[src/rtl/pipe_pkg.sv]
// Shared pipeline definitions: hazard FSM states, priority classes and ID/EX control-field indices.
package pipe_pkg;

  typedef enum logic {
    HZ_RUN      = 1'b0,
    HZ_LU_STALL = 1'b1
  } hz_state_t;

  typedef enum logic [1:0] {
    CLS_NORMAL,
    CLS_STALL,
    CLS_FLUSH,
    CLS_FREEZE
  } hz_class_t;

  localparam int         WB_REGWRITE = 1;
  localparam int         MEM_MEMREAD = 1;
  localparam int         EXE_ALUSRC  = 0;
  localparam logic [4:0] REG_ZERO    = 5'd0;

  function automatic logic src_match(input logic use_src, input logic [4:0] src,
                                     input logic [4:0] rd);
    return use_src && (src == rd);
  endfunction

endpackage

[src/rtl/hazard_perf_cnt.sv]
// Saturating event counter used for hazard performance statistics.
module hazard_perf_cnt #(
  parameter int W = 32
) (
  input  logic         clk,
  input  logic         rst,
  input  logic         inc,
  output logic [W-1:0] count
);

  always_ff @(posedge clk or negedge rst) begin
    if (!rst) begin
      count <= '0;
    end else if (inc && (count != '1)) begin
      count <= count + W'(1);
    end
  end

endmodule

[src/rtl/hazard_ctrl.sv]
// ID/EX consumer-side hazard controller: load-use stalls, branch flushes, memory-busy freezes.
// Optional performance counters are built when HAZARD_PERF_CNT_EN is defined.
module hazard_ctrl
  import pipe_pkg::*;
#(
  parameter int LU_STALL_CYCLES = 1,
  parameter int CNT_W           = 32
) (
  input  logic             clk,
  input  logic             rst,
  input  logic [4:0]       id_rs1,
  input  logic [4:0]       id_rs2,
  input  logic             id_use_rs1,
  input  logic             id_use_rs2,
  input  logic             ex_memread,
  input  logic [4:0]       ex_rd,
  input  logic             ex_branch_taken,
  input  logic             mem_busy,
  output logic             pc_write,
  output logic             ifid_write,
  output logic             ifid_flush,
  output logic             idex_write,
  output logic             idex_bubble,
  output logic             stalled
`ifdef HAZARD_PERF_CNT_EN
  ,
  output logic [CNT_W-1:0] stall_cnt,
  output logic [CNT_W-1:0] flush_cnt,
  output logic [CNT_W-1:0] freeze_cnt
`endif
);

  localparam logic [2:0] LU_LOAD = 3'(LU_STALL_CYCLES - 1);

  hz_state_t state, state_nxt;
  logic [2:0] cnt, cnt_nxt;
  hz_class_t  cls;
  logic       lu_hazard;

  assign lu_hazard = ex_memread && (ex_rd != REG_ZERO) &&
                     (src_match(id_use_rs1, id_rs1, ex_rd) ||
                      src_match(id_use_rs2, id_rs2, ex_rd));

  always_comb begin
    if (mem_busy)                                    cls = CLS_FREEZE;
    else if (ex_branch_taken)                        cls = CLS_FLUSH;
    else if ((state == HZ_LU_STALL) || lu_hazard)    cls = CLS_STALL;
    else                                             cls = CLS_NORMAL;
  end

  // NOTE: non-blocking assignments so every flop samples pre-edge values.
  always_ff @(posedge clk or negedge rst) begin
    if (!rst) begin
      state <= HZ_RUN;
      cnt   <= 3'd0;
    end else begin
      state <= state_nxt;
      cnt   <= cnt_nxt;
    end
  end

  // NOTE: defaults first so no path leaves state_nxt/cnt_nxt unassigned (no latch).
  always_comb begin
    state_nxt = state;
    cnt_nxt   = cnt;
    case (cls)
      CLS_FLUSH: begin
        state_nxt = HZ_RUN;
        cnt_nxt   = 3'd0;
      end
      CLS_STALL: begin
        if (state == HZ_LU_STALL) begin
          if (cnt == 3'd1) begin
            state_nxt = HZ_RUN;
            cnt_nxt   = 3'd0;
          end else begin
            cnt_nxt = cnt - 3'd1;
          end
        end else if (LU_STALL_CYCLES > 1) begin
          state_nxt = HZ_LU_STALL;
          cnt_nxt   = LU_LOAD;
        end
      end
      default: ;
    endcase
  end

  // Outputs are forced low for the whole time reset is asserted.
  always_comb begin
    pc_write    = 1'b0;
    ifid_write  = 1'b0;
    ifid_flush  = 1'b0;
    idex_write  = 1'b0;
    idex_bubble = 1'b0;
    if (rst) begin
      case (cls)
        CLS_FLUSH: begin
          pc_write    = 1'b1;
          ifid_write  = 1'b1;
          ifid_flush  = 1'b1;
          idex_write  = 1'b1;
          idex_bubble = 1'b1;
        end
        CLS_STALL: begin
          idex_write  = 1'b1;
          idex_bubble = 1'b1;
        end
        CLS_NORMAL: begin
          pc_write    = 1'b1;
          ifid_write  = 1'b1;
          idex_write  = 1'b1;
        end
        default: ;
      endcase
    end
  end

  assign stalled = rst && !pc_write;

`ifdef HAZARD_PERF_CNT_EN
  hazard_perf_cnt #(.W(CNT_W)) u_stall_cnt (
    .clk(clk), .rst(rst), .inc(cls == CLS_STALL), .count(stall_cnt)
  );
  hazard_perf_cnt #(.W(CNT_W)) u_flush_cnt (
    .clk(clk), .rst(rst), .inc(cls == CLS_FLUSH), .count(flush_cnt)
  );
  hazard_perf_cnt #(.W(CNT_W)) u_freeze_cnt (
    .clk(clk), .rst(rst), .inc(cls == CLS_FREEZE), .count(freeze_cnt)
  );
`else
  logic unused_cnt_w;
  assign unused_cnt_w = (CNT_W > 0);
`endif

endmodule

[config.mk]
export PLATFORM = sky130hd
export DESIGN_NAME = hazard_ctrl
export DESIGN_NICKNAME = d
export VERILOG_FILES = /design/src/rtl/pipe_pkg.sv /design/src/rtl/hazard_perf_cnt.sv /design/src/rtl/hazard_ctrl.sv
export SDC_FILE = /design/constraint.sdc
export NUM_CORES = 1
export LEC_CHECK = 0
export ABC_AREA = 1
export CORE_MARGIN = 4
export CORE_UTILIZATION = 37
export CTS_CLUSTER_SIZE = 40
export DETAILED_ROUTE_END_ITERATION = 16
export GPL_TIMING_DRIVEN = 0
export HOLD_SLACK_MARGIN = 0.08
export PLACE_DENSITY_LB_ADDON = 0.25
export RECOVER_POWER = 25
export SLEW_MARGIN = 20
export SYNTH_ARGS = -nofsm -noshare
export SYNTH_HDL_FRONTEND = slang
export SYNTH_HIERARCHICAL = 1
export SYNTH_SLANG_ARGS = --single-unit
[constraint.sdc]
create_clock -name clk -period 1.99 [get_ports clk]
set_input_delay 0.398 -clock clk [delete_from_list [all_inputs] [get_ports clk]]
set_output_delay 0.398 -clock clk [all_outputs]
set_load 0.05 [all_outputs]
==> results.md, run 1 <==
* Number of cells produced by synthesis at 95
* Final layout net count at 158
* GRT Overall Usage at 0.1508
* Commonest non-fill, non-tap cell in the layout: sky130_fd_sc_hd__nand2_1
* Antenna violations before repair at 0
* Type of element capturing the critical path: output port
* Category of the most critical setup path: primary input to output port
* Iter 0 DRT Violations at 10
* Antenna Violating Nets Remaining at 0
* DRC violation count after routing at 0
* Core area at 1318 um^2
* Root buffer selected by CTS: sky130_fd_sc_hd__clkbuf_4
* Pin count of the biggest net entering global routing at 7
* Flop2flop setup slack at 280 ps
* Number of inserted diodes at 0
* DIE WIDTH at 45.51 um
* Dpl cells at 137
* Netlist cell types at 17
* Maximum clock skew at final layout at 0.5563 ps
* Insertion delay to the later sink of the worst-skew pair at 230 ps
* Post-DP Area at 828.3 um^2
* RSZ-0062 raised after global routing: yes
* Post-synthesis share of cell area spent on xor and xnor gates at 0.01683
* Share of layout cells above drive strength 1 at 0.4462
* Layout-stage area growth over the synthesis result at 76.68%
* Global placer's final weighted congestion at 0.7376
* Class of the tightest hold or removal check: primary input to async pin
* Starting density of the core at 0.3951
* Cell area after technology mapping at 520.5 um^2
* Final HPWL from detailed placement at 1130 um
* Crit path arrival time at 1590 ps
* Highest metal layer with signal wires: met4
* Final core occ at 0.6980
* Time the worst path needs with I/O delays and setup at 1983 ps
* Status: finished, final reports clean
* Number of global-route vias before repair at 606
* Worst relative slew slack at 0.7487
* Overall die height at 45.51 um
* Highest achievable clock rate at 504.3 MHz
* Crit path required time at 1590 ps
* Setup TNS at 0 ps
* Remaining Overflow, GRT at 0
* Top post-synthesis cells by area: sky130_fd_sc_hd__nand2_1 (24%), sky130_fd_sc_hd__dfrtp_1 (19%), sky130_fd_sc_hd__inv_1 (16%)
* Synthesized-area fraction occupied by ao, oa, aoi and oai cells at 0.06731
* Number of buffers created by CTS at 3
* Via total after detailed routing at 662
* Main combinational cell family by area after synthesis: simple AND/OR/NAND/NOR gates
* Total routed wire length on the met1 layer at 570 um
* Static power due to leakage at 0.5306 nW
* Seq/Total Area, Yosys at 0.1923
* Post-synth top area cell: sky130_fd_sc_hd__nand2_1
* Proportion of netlist area held by the largest area contributor at 0.2380
* Vias per cell at 4.566
* Fin. Hold Viols at 0
* Area of the die at 2071 um^2
* Count of yosys warnings during synthesis at 6
* Global-route wire length before repair at 2318 um
* IO Port Bufs at 27
* Final setup violating endpoints at 0
* Boundary Pins at 28
* Synth Area in Simple Gates at 0.4135
* Total of flip-flops plus latches after synthesis at 4
* Number of non-filler instances in the completed layout at 145
* Worst ir drop on vdd at 0.2055 mV
* Most frequent cells in the layout: sky130_fd_sc_hd__nand2_1 (27), sky130_fd_sc_hd__inv_1 (13), sky130_fd_sc_hd__inv_2 (9), sky130_fd_sc_hd__nor2_1 (9), sky130_fd_sc_hd__buf_6 (9)
* Adder-Cell Fraction of Synth Area at 0.09615
* Final WL at 1449 um
* Net count after synthesis at 121
* Amount of wire on met3 after detailed routing at 95 um
* Wire per inst at 9.993 um
* Detailed Routing Iterations Pass 1 at 4
* Average cell area after synthesis at 5.479 um^2
* Count of pins over their slew limit at 0
* Critical path fanouts, max at 3
* Share of the clock period used by the worst path after layout at 0.9965
* Post-layout power at 357.1 uW
* H-tree depth at 1
* Clock-pin transition on the worst setup and hold timing paths at 40 ps
* Share of synthesized area spent on multiplexers at 0.01923
* Max Cap Violations at 0
* Met2 routed wirelength at 763 um
* Maximum buffer depth of the clock tree at 2
* Floorplan row count at 13
* Worst Setup Start Kind: primary input
* Number of sinks handled by clock tree synthesis at 4
* Total power density per cell area at 388.3 nW/um^2
* TritonCTS clock tree: built
* Final Cell Area at 919.6 um^2
* Pin slew with the least headroom to its limit at 373.0 ps
-- through the flow --
step	worst slack, ps	hold WS [ps]
2_1_floorplan	-15.91	102.4
3_3_place_gp	-1085	528.4
3_5_place_dp	-1124	557.2
4_1_cts	-48.73	124.4
5_1_grt	-123.0	121.9
6_report	6.899	127.1
-- critical path: stages --
cell	delay, ps
sky130_fd_sc_hd__buf_6	100
sky130_fd_sc_hd__inv_4	50
sky130_fd_sc_hd__nand4_1	90
sky130_fd_sc_hd__o21ai_1	120
sky130_fd_sc_hd__inv_1	50
sky130_fd_sc_hd__nand2_1	70
sky130_fd_sc_hd__nand2_2	60
sky130_fd_sc_hd__nand2_2	80
sky130_fd_sc_hd__inv_2	60
sky130_fd_sc_hd__ha_4	250
sky130_fd_sc_hd__nand2_2	50
sky130_fd_sc_hd__inv_2	70
sky130_fd_sc_hd__buf_8	130
-- logic make-up after synthesis --
family,after synthesis
fa+ha+maj,4
xor+xnor,1
flops,4
compound gates,6
buf+inv,26
mux,1
simple gates,53
-- registers in the layout, indices dropped and copies added (netlist names) --
signal  flops
cnt         3
state       1
-- layout make-up --
cell class | count | area, um^2
Buffer | 1 | 7.507
Clock buffer | 3 | 22.52
Fill cell | 132 | 397.9
Inverter | 25 | 103.9
Multi-Input combinational cell | 65 | 370.4
Sequential cell | 4 | 100.1
Tap cell | 15 | 18.77
Timing Repair Buffer | 32 | 296.5
-- repair_timing --
item                       in CTS  in global routing
hold buffers                    0                  0
setup buffers                   4                  1
resized for setup             108                 33
setup endpoints to repair       9                  8
pin swaps                      28                 23
-- routing by layer --
| layer | track usage | up-vias |
|---|---|---|
| met3 | 0.03557 | 2 |
| met4 | 0.07018 | 0 |
| met1 | 0.1801 | 289 |
| li1 | - | 353 |
| met5 | 0 | - |
| met2 | 0.2507 | 18 |
-- worst paths after layout --
check	start	to	cells after the start
worst max-delay path	ex_rd[3]	idex_bubble	13
worst min-delay path	rst	cnt[2]	1
worst max register to register	state	cnt[0]	8
worst min register to register	state	state	2
max in group asynchronous	rst	cnt[0]	1
min in group clk	state	state	2
-- where the power goes --
group	switching [mW]	total (mW)	leakage, nW	internal [mW]
clock network	0.0293	0.0965	0.0138	0.0672
registers	0.00000211	0.0818	0.0559	0.0818
logic	0.0962	0.179	0.461	0.0825
-- cells in the mapped netlist --
master / instances
sky130_fd_sc_hd__buf_4: 1
sky130_fd_sc_hd__inv_2: 3
sky130_fd_sc_hd__mux2i_1: 1
sky130_fd_sc_hd__a21oi_1: 1
sky130_fd_sc_hd__o22ai_1: 2
sky130_fd_sc_hd__o31ai_1: 1
sky130_fd_sc_hd__nand2_1: 33
sky130_fd_sc_hd__nor2_2: 2
sky130_fd_sc_hd__inv_1: 22
sky130_fd_sc_hd__nand3_1: 3
sky130_fd_sc_hd__ha_1: 4
sky130_fd_sc_hd__xnor2_1: 1
sky130_fd_sc_hd__nor2_1: 12
sky130_fd_sc_hd__nand2_2: 2
sky130_fd_sc_hd__nand4_1: 1
sky130_fd_sc_hd__o21ai_0: 2
sky130_fd_sc_hd__dfrtp_1: 4
Power figures use the tool's default switching activity.
==> run 2: changes to the inputs <==
CORE_UTILIZATION = 34   (was 37)
clock period = 1.8 ns   (was 1.99 ns; I/O delays follow)
==> results.md, run 2 (synthesis gave the netlist of run 1 again) <==
* Most frequent cells in the layout: sky130_fd_sc_hd__nand2_1 (28), sky130_fd_sc_hd__inv_1 (16), sky130_fd_sc_hd__nor2_1 (9), sky130_fd_sc_hd__buf_6 (9), sky130_fd_sc_hd__buf_2 (7)
* Met2 routed wirelength at 763 um (unchanged)
* Root buffer selected by CTS: sky130_fd_sc_hd__clkbuf_4
* DIE WIDTH at 47.13 um (+3.6%)
* Max Cap Violations at 0 (unchanged)
* Largest reg by FF count: cnt
* Total power density per cell area at 430.1 nW/um^2 (+11%)
* Layout-stage area growth over the synthesis result at 81.49%
* Final setup violating endpoints at 2 (+2)
* Worst Setup Start Kind: primary input
* Vias per cell at 4.479 (-1.9%)
* H-tree depth at 1 (unchanged)
* Number of global-route vias before repair at 650 (+7.3%)
* Violations in the final reports: negative setup slack
* Setup TNS at -159.2 ps (-159.2 ps)
* Share of layout cells above drive strength 1 at 0.4198 (-0.02631)
* Highest metal layer with signal wires: met4
* Status: finished with violations
* Global placer's final weighted congestion at 0.7744 (+5.0%)
* Post-layout power at 406.3 uW (+14%)
* Detailed Routing Iterations Pass 1 at 4 (unchanged)
* Maximum clock skew at final layout at 2.314 ps (+1.758 ps)
* Count of pins over their slew limit at 0 (unchanged)
* Type of element capturing the critical path: output port
* Pin slew with the least headroom to its limit at 270.0 ps (-103.0 ps)
* Starting density of the core at 0.3810 (-0.01411)
* Hold slack final at 555.8 ps (+428.7 ps)
* Core area at 1366 um^2 (+3.7%)
* Static power due to leakage at 0.5432 nW (+2.4%)
* GRT Overall Usage at 0.1494 (-0.001390)
* Final layout net count at 159 (+0.63%)
* Worst relative slew slack at 0.8198 (+0.07108)
* DRC violation count after routing at 0 (unchanged)
* Critical path fanouts, max at 3 (unchanged)
* Share of the clock period used by the worst path after layout at 1.080
* Dpl cells at 137 (unchanged)
* Worst ir drop on vdd at 0.2848 mV (+39%)
* Amount of wire on met3 after detailed routing at 90 um (-5.3%)
* Via total after detailed routing at 654 (-1.2%)
* Overall die height at 47.13 um (+3.6%)
* CP dominant cell by count: sky130_fd_sc_hd__nand2_1
* Wire per inst at 9.452 um (-5.4%)
* Class of the tightest hold or removal check: primary input to async pin
* Category of the most critical setup path: primary input to output port
* Chain of cells forming the critical path: buf_6 > inv_2 > nand2_1 > nand2_1 > nor2_2 > nand3_1 > nand2_1 > nand2_1 > nand2_2 > nand2_2 > inv_2 > ha_4 > nand2_4 > clkinvlp_4 > buf_8
* Number of inserted diodes at 0 (unchanged)
* Sequential cell area at 100.1 um^2 (unchanged)
* Max reg flops at 3 (unchanged)
* Insertion delay to the later sink of the worst-skew pair at 230 ps (about the same)
* Area of the die at 2221 um^2 (+7.2%)
* Crit path arrival time at 1580 ps (about the same)
* Combined area of the multi-input logic cells at 377.9 um^2 (+2.0%)
* Time the worst path needs with I/O delays and setup at 1944 ps
* Largest registers: cnt: 3 flops, state: 1 flops
* Number of sinks handled by clock tree synthesis at 4 (unchanged)
* Pin count of the biggest net entering global routing at 7 (unchanged)
* Number of buffers created by CTS at 3 (unchanged)
* Setup WS post-layout at -143.6 ps (-150.5 ps)
* Maximum cell stage delay along the critical path at 200 ps (-50 ps)
* Final HPWL from detailed placement at 1072 um (-5.1%)
* RSZ-0062 raised after global routing: yes
* Crit path required time at 1440 ps (-150 ps)
* Maximum buffer depth of the clock tree at 2 (unchanged)
* IO Port Bufs at 27 (unchanged)
* Commonest non-fill, non-tap cell in the layout: sky130_fd_sc_hd__nand2_1
* Antenna Violating Nets Remaining at 0 (unchanged)
* Post-DP Area at 847.1 um^2 (+2.3%)
* Clock-pin transition on the worst setup and hold timing paths at 40 ps (about the same)
* Floorplan row count at 13 (unchanged)
* Remaining Overflow, GRT at 0 (unchanged)
* Antenna violations before repair at 0 (unchanged)
* Global-route wire length before repair at 2304 um (-0.60%)
* Final WL at 1380 um (-4.8%)
* Final Cell Area at 944.7 um^2 (+2.7%)
* Count of filler cells inserted in the layout at 123 (-6.8%)
* Critical-path cell with the highest stage delay: sky130_fd_sc_hd__ha_4
* Boundary Pins at 28 (unchanged)
* Number of non-filler instances in the completed layout at 146 (+0.69%)
* TritonCTS clock tree: built
* Total routed wire length on the met1 layer at 511 um (-10%)
* Highest achievable clock rate at 514.5 MHz
* Iter 0 DRT Violations at 3 (-7)
* Fin. Hold Viols at 0 (unchanged)
==> run 2: cell count changes in the layout (fill, tap and decap cells not counted), moves of 2 or more <==
cell / before / now
sky130_fd_sc_hd__buf_8: 4 / 6
sky130_fd_sc_hd__nand2_2: 8 / 6
sky130_fd_sc_hd__inv_1: 13 / 16
sky130_fd_sc_hd__inv_2: 9 / 5
==> run 2: report_power, final <==
part / leakage [nW] / internal, mW / switching, mW
sequential: 0.0559 / 0.0904 / 0.00000227
clock: 0.0138 / 0.0744 / 0.0337
combinational: 0.473 / 0.0995 / 0.108
==> run 2: per-stage QoR <==
stage,setup WS [ps],util
finish,-143.6,0.6914
global route,-269.4,0.6914
CTS,-162.5,0.6502
detailed placement,-1234,0.6200
global placement,-1193,0.6200
floorplan,5.017,-
==> run 2: worst paths after layout <==
check                      cells past startpoint  slack [ps]      from     endpoint
setup / recovery                              15        -140  ex_rd[3]  idex_bubble
hold / removal                                 2         560       rst       cnt[2]
setup reg to reg                               8         240     state       cnt[2]
hold reg to reg                                2         560    cnt[1]       cnt[1]
max in group asynchronous                      2        1070       rst        state
min in group clk                               2         560    cnt[1]       cnt[1]
==> run 2: critical path, delay by kind of cell <==
kind / cells / cell delay [ps]
simple gates: 9 / 600
buf+inv: 5 / 430
fa+ha+maj: 1 / 200
==> run 2: area by class of cell <==
type | count | area share
Clock buffer | 3 | 0.02384
Timing Repair Buffer | 33 | 0.3272
Multi-Input combinational cell | 65 | 0.4000
Inverter | 25 | 0.1113
Tap cell | 15 | 0.01987
Sequential cell | 4 | 0.1060
Buffer | 1 | 0.01192
==> run 2: layer usage <==
metal,GRT usage,vias to the layer above
met5,0,-
met4,0.08287,0
met3,0.03831,2
met2,0.2873,19
met1,0.1406,281
li1,-,352
==> run 2: timing repair <==
item                       CTS  global route
setup endpoints to repair   10            10
buffers inserted             5             1
pin swaps                   29            22
resized for setup          119            23
hold buffers                 0             1
hold endpoints to repair     0             4
==> run 3: changes to the inputs <==
CELL_PAD_IN_SITES_DETAIL_PLACEMENT = 0   (was not set)
CELL_PAD_IN_SITES_GLOBAL_PLACEMENT = 1   (was not set)
CORE_UTILIZATION = 21   (was 34)
==> results.md, run 3 (synthesis gave the netlist of run 1 again) <==
* Chain of cells forming the critical path: buf_6 > inv_2 > nand2_1 > nand2_1 > nor2_1 > nand3_1 > nand2_1 > nand2_1 > nand2_2 > nand2_2 > inv_2 > ha_4 > nand2_4 > clkinvlp_4 > buf_8
* Power dissipated by switching net loads at 148.1 uW (+4.3%)
* Core area at 2276 um^2 (+67%)
* Most frequent cells in the layout: sky130_fd_sc_hd__nand2_1 (26), sky130_fd_sc_hd__inv_1 (15), sky130_fd_sc_hd__buf_6 (12)
* Share of the clock period used by the worst path after layout at 1.074 (-0.005622)
* CP dominant cell by count: sky130_fd_sc_hd__nand2_1
* Largest reg by FF count: cnt
* Wire per inst at 8.830 um (-6.6%)
* Fin. Hold Viols at 0 (unchanged)
* Worst Setup Start Kind: primary input
* Boundary Pins at 28 (unchanged)
* Part of the power in registers at 0.218 (-0.005)
* Top delay family on crit path: simple AND/OR/NAND/NOR gates
* Critical-path cell with the highest stage delay: sky130_fd_sc_hd__ha_4
* Static power due to leakage at 0.5426 nW (-0.10%)
* Share of power burned in the clock network at 0.277 (+0.011)
* Number of buffer and inverter instances along the worst setup path at 5 (unchanged)
* Setup WS post-layout at -133.5 ps (+10.12 ps)
* Area of the die at 3339 um^2 (+50%)
* Status: finished with violations
* DIE WIDTH at 57.79 um (+23%)
* Worst relative slew slack at 0.7487 (-0.07106)
* Crit path required time at 1440 ps (about the same)
* Violations in the final reports: negative setup slack
* Fraction of power spent switching nets at 0.3580 (+0.008598)
* Overall die height at 57.79 um (+23%)
* Final HPWL from detailed placement at 1161 um (+8.3%)
* Layout-stage area growth over the synthesis result at 87.50%
* IO Port Bufs at 27 (unchanged)
* TritonCTS clock tree: built
* Insertion delay to the later sink of the worst-skew pair at 230 ps (about the same)
* GRT Overall Usage at 0.09087 (-0.05855)
* Commonest non-fill, non-tap cell in the layout: sky130_fd_sc_hd__nand2_1
* Time the worst path needs with I/O delays and setup at 1934 ps (-10.12 ps)
* Category of the most critical setup path: primary input to output port
* Detailed Routing Iterations Pass 1 at 2 (-2)
* Combined area of the multi-input logic cells at 382.9 um^2 (+1.3%)
* Vias per cell at 4.013 (-10%)
* Remaining Overflow, GRT at 0 (unchanged)
* H-tree depth at 1 (unchanged)
* Pin slew with the least headroom to its limit at 373.0 ps (+102.9 ps)
* Global-route wire length before repair at 2394 um (+3.9%)
* Final Cell Area at 975.9 um^2 (+3.3%)
* Antenna Violating Nets Remaining at 0 (unchanged)
* Via total after detailed routing at 638 (-2.4%)
* Floorplan row count at 17 (+4)
* Crit path arrival time at 1570 ps (about the same)
* Total power density per cell area at 423.9 nW/um^2 (-1.4%)
* DRC violation count after routing at 0 (unchanged)
* Final WL at 1404 um (+1.7%)
* Worst ir drop on vdd at 0.2277 mV (-20%)
* Count of filler cells inserted in the layout at 250 (+100%)
* Number of global-route vias before repair at 634 (-2.5%)
* Iter 0 DRT Violations at 2 (-1)
* Max Cap Violations at 0 (unchanged)
* Maximum cell stage delay along the critical path at 200 ps (about the same)
* Antenna violations before repair at 0 (unchanged)
* Maximum clock skew at final layout at 2.025 ps (-0.2890 ps)
* Post-DP Area at 863.3 um^2 (+1.9%)
* Hold slack final at 563.0 ps (+7.184 ps)
* Highest achievable clock rate at 517.2 MHz (+0.52%)
* Number of sinks handled by clock tree synthesis at 4 (unchanged)
* Largest registers: cnt: 3 flops, state: 1 flops
* Share of layout cells above drive strength 1 at 0.4351 (+0.01527)
* Root buffer selected by CTS: sky130_fd_sc_hd__clkbuf_4
* Class of the tightest hold or removal check: flip-flop to flip-flop
* Starting density of the core at 0.2287 (-0.1523)
* Maximum buffer depth of the clock tree at 2 (unchanged)
* Int Power at 265.6 uW (+0.49%)
* Number of inserted diodes at 0 (unchanged)
* RSZ-0062 raised after global routing: yes
* Count of pins over their slew limit at 0 (unchanged)
* Final layout net count at 159 (unchanged)
* Setup TNS at -133.5 ps (+25.72 ps)
* Sequential cell area at 100.1 um^2 (unchanged)
* Clock-pin transition on the worst setup and hold timing paths at 40 ps (about the same)
* Type of element capturing the critical path: output port
* Global placer's final weighted congestion at 0.7121 (-8.0%)
* Final setup violating endpoints at 1 (-1)
* Max reg flops at 3 (unchanged)
* Critical path fanouts, max at 3 (unchanged)
* Pin count of the biggest net entering global routing at 5 (-2)
* Proportion of power drawn by combinational gates at 0.505 (-0.006)
* Number of buffers created by CTS at 3 (unchanged)
## run 3: worst min-delay path, stage by stage, from the launching register on
cell and delay (ps):
sky130_fd_sc_hd__dfrtp_1 400, sky130_fd_sc_hd__inv_1 60, sky130_fd_sc_hd__o31ai_1 60
## run 3: final timing paths
| path | endpoint | startpoint | slack [ps] | depth (start not counted) |
|---|---|---|---|---|
| worst max-delay path | idex_bubble | ex_rd[1] | -130 | 15 |
| worst min-delay path | state | state | 560 | 2 |
| min in group asynchronous | cnt[0] | rst | 650 | 2 |
| worst min register to register | state | state | 560 | 2 |
| worst max register to register | cnt[1] | state | 130 | 8 |
| max in group asynchronous | state | rst | 970 | 2 |
## run 3: power groups by stage
stage	combinational [mW]	sequential, mW	clock, mW
floorplan	0.0996	0.0916	0
global placement	0.181	0.0916	0
detailed placement	0.182	0.0916	0
CTS	0.192	0.0903	0.122
global route	0.229	0.0902	0.131
finish	0.209	0.0903	0.114
## run 3: area by class of cell
type | instances | area share
Clock buffer | 3 | 0.02308
Buffer | 1 | 0.01154
Tap cell | 28 | 0.03590
Sequential cell | 4 | 0.1026
Inverter | 25 | 0.1077
Timing Repair Buffer | 33 | 0.3269
Multi-Input combinational cell | 65 | 0.3923
## run 3: what timing repair did
action | CTS | global route
cloned | 0 | 0
pin swaps | 29 | 20
endpoints found under the setup margin | 10 | 9
buffers inserted | 4 | 1
hold endpoints to repair | 4 | 0
resized for setup | 117 | 24
hold buffers | 1 | 0
## run 3: through the flow
step	setup slack [ps]	total power, mW	cells	utilization
2_1_floorplan	5.017	0.1912	95	-
3_3_place_gp	-1205	0.2726	150	0.3793
3_5_place_dp	-1214	0.2731	150	0.3793
4_1_cts	-188.6	0.4038	158	0.3986
5_1_grt	-243.6	0.4499	159	0.4288
6_report	-133.5	0.4137	159	0.4288
## run 3: routing by layer
layer	share of wire	up-vias	GRT usage
li1	-	354	-
met1	0.41	273	0.09788
met2	0.54	9	0.1677
met3	0.042	2	0.02004
met4	0.0043	0	0.03974
met5	0	-	0
==> RTL edit: new RTL, flow settings as in run 3 <==
The package constant `REG_ZERO` goes from 5'd0 to 5'd1.
--- a/src/rtl/pipe_pkg.sv
+++ b/src/rtl/pipe_pkg.sv
@@ -16,7 +16,7 @@
   localparam int         WB_REGWRITE = 1;
   localparam int         MEM_MEMREAD = 1;
   localparam int         EXE_ALUSRC  = 0;
-  localparam logic [4:0] REG_ZERO    = 5'd0;
+  localparam logic [4:0] REG_ZERO    = 5'd1;
 
   function automatic logic src_match(input logic use_src, input logic [4:0] src,
                                      input logic [4:0] rd);
Function: changed (a bounded check fails within 4 cycles, from zero or initial values and one cycle with rst low).
==> RTL edit against run 3 <==
- the flow still finishes with violations (negative setup slack)
- synthesized area is 0.72% lower
- clock power is 6% lower
- design area is 2.1% higher
- power hardly changed
- setup slack worse by 0.0049 ns
- critical path depth is 1 lower
- core utilization is 0.88 points higher
- register-to-register slack worse by 0.05 ns
- sequential cell count stayed put
- non-clock buffer count is 2 higher
- wire length is 0.57% lower
- highest routed layer is now met3
==> RTL edit: results (changes against run 3) <==
setup_path:
  crit_slowest_cell: "ha_4"  # unchanged
  critPathArrivalTime_ns: 1.58
grt:
  grt_pass1_vias: 646  # was 634
  grt_use_total_pct: 8.748  # was 9.087%
  grt_pass1_wl_um: 2401  # was 2394 um
  met1_usage_pct: 9.530  # was 9.788%
  grtUsageMet3_pct: 4.072  # was 2.004%
  grt_util_met2_pct: 16.29  # was 16.77%
final_layout:
  multi_input_area_share_pct: 37.69  # was 39.23%
  final-clk-cell-share_pct: 2.261  # was 2.308%
  seq_share_pct: 10.05  # was 10.26%
  drive_gt1_share_pct: 41.67  # was 43.51%
  nonClkBufAreaFrac_pct: 36.31  # was 33.85%
  n_all_inverters: 24  # was 25
  instances_no_fill: 160  # was 159
  n_all_buffers: 36  # was 34
  fillers: 236  # was 250
logic_synthesis:
  async_flop_share_pct: 100.0  # unchanged
  synth_cell_types: 18  # was 17
  yosys_warnings: 6  # unchanged
  syn_area_per_cell_um2: 5.497  # was 5.479 um^2
  synthTopCellsByCount: "nand2_1 (33), inv_1 (18), nor2_1 (13)"  # was nand2_1 (33), inv_1 (22), nor2_1 (12)
  syn_nets: 120  # was 121
  synth-seq-area-share_pct: 19.37  # was 19.23%
  synth_area_leaders: "nand2_1 (24%), dfrtp_1 (19%), inv_1 (13%)"  # was nand2_1 (24%), dfrtp_1 (19%), inv_1 (16%)
  netlist_area_um2: 516.7  # was 520.5 um^2
route:
  top_layer_used: "met3"  # was met4
  drt-met1-wl_um: 561  # was 577 um
  wire_per_inst_um: 8.725  # was 8.830 um
  drt_pass1_iterations: 4  # was 2
  met2_length_um: 726  # was 760 um
  vias_per_cell: 4.125  # was 4.013
  dr_wl_met3_um: 107  # was 59 um
  drt_iter0_markers: 7  # was 2
sta:
  setup_violations: 3  # was 1
  setup_slack_ns: -0.1384  # was -0.1335 ns
  fmax_ghz: 0.5159  # was 0.5172 GHz
  fin_setup_tns_ns: -0.2943  # was -0.1335 ns
  maxSlewHeadroom_pct: 81.96  # was 74.87%
  fin_skew_ns: 0.001349  # was 0.002025 ns
clock_tree:
  hold_buffers: 1  # unchanged
  clock_sinks: 4  # unchanged
power_and_ir_drop:
  ir_drop_v: 0.0004188  # was 0.0002277 V
  p_leak_nw: 0.5575  # was 0.5426 nW
status:
  violations: "negative setup slack"  # unchanged
  status: "finished with violations"  # unchanged
place:
  place_inst: 149  # was 150
  gp_congestion: 0.7490  # was 0.7121
  place_area_um2: 864.6  # was 863.3 um^2
[RTL edit: cell count changes in the layout (fill, tap and decap cells not counted), sizes merged]
cell	before	now
clkdlybuf4s15	3	2
inv	24	23
buf	27	29
o21ai	2	1
o21a	0	1
clkbuf	3	4
[RTL edit: final timing paths]
kind | from | end | slack (ns) | depth (start not counted)
worst max-delay path | ex_rd[1] | idex_bubble | -0.14 | 14
worst min-delay path | cnt[1] | cnt[1] | 0.55 | 2
worst max register to register | state | cnt[2] | 0.08 | 9
worst min register to register | cnt[1] | cnt[1] | 0.55 | 2
max in group asynchronous | rst | cnt[0] | 0.97 | 2
min in group asynchronous | rst | state | 0.66 | 2
[RTL edit: metrics by stage]
| step | setup WS [ns] | util, % |
|---|---|---|
| after detailed placement | -1.243 | 37.99 |
| final | -0.1384 | 43.76 |
| after global routing | -0.2797 | 43.76 |
| after CTS | -0.1630 | 40.24 |
| after floorplan | 0.007553 | - |
| after global placement | -1.232 | 37.99 |
[RTL edit: power by group]
group | total, mW | switching [mW] | internal (mW)
logic | 0.216 | 0.108 | 0.108
clock network | 0.107 | 0.0326 | 0.0743
registers | 0.0905 | 0.00000251 | 0.0905
[RTL edit: worst reg2reg max path: stages, from the launching register on]
cell and delay, ns:
dfrtp_1 0.41, nor2_1 0.14, nand2_2 0.08, nand2_2 0.08, inv_2 0.05, buf_4 0.12, buf_4 0.12, ha_1 0.23
o21ai_1 0.25, o22ai_1 0.11
[RTL edit: cells by family after synthesis]
family | synth area share (%)
AOI/OAI and AO/OA | 7.263
DFF | 19.37
and+or+nand+nor | 41.16
buffers and inverters | 18.89
muxes | 1.937
xor gates and xnor gates | 1.695
adders and majority gates | 9.686
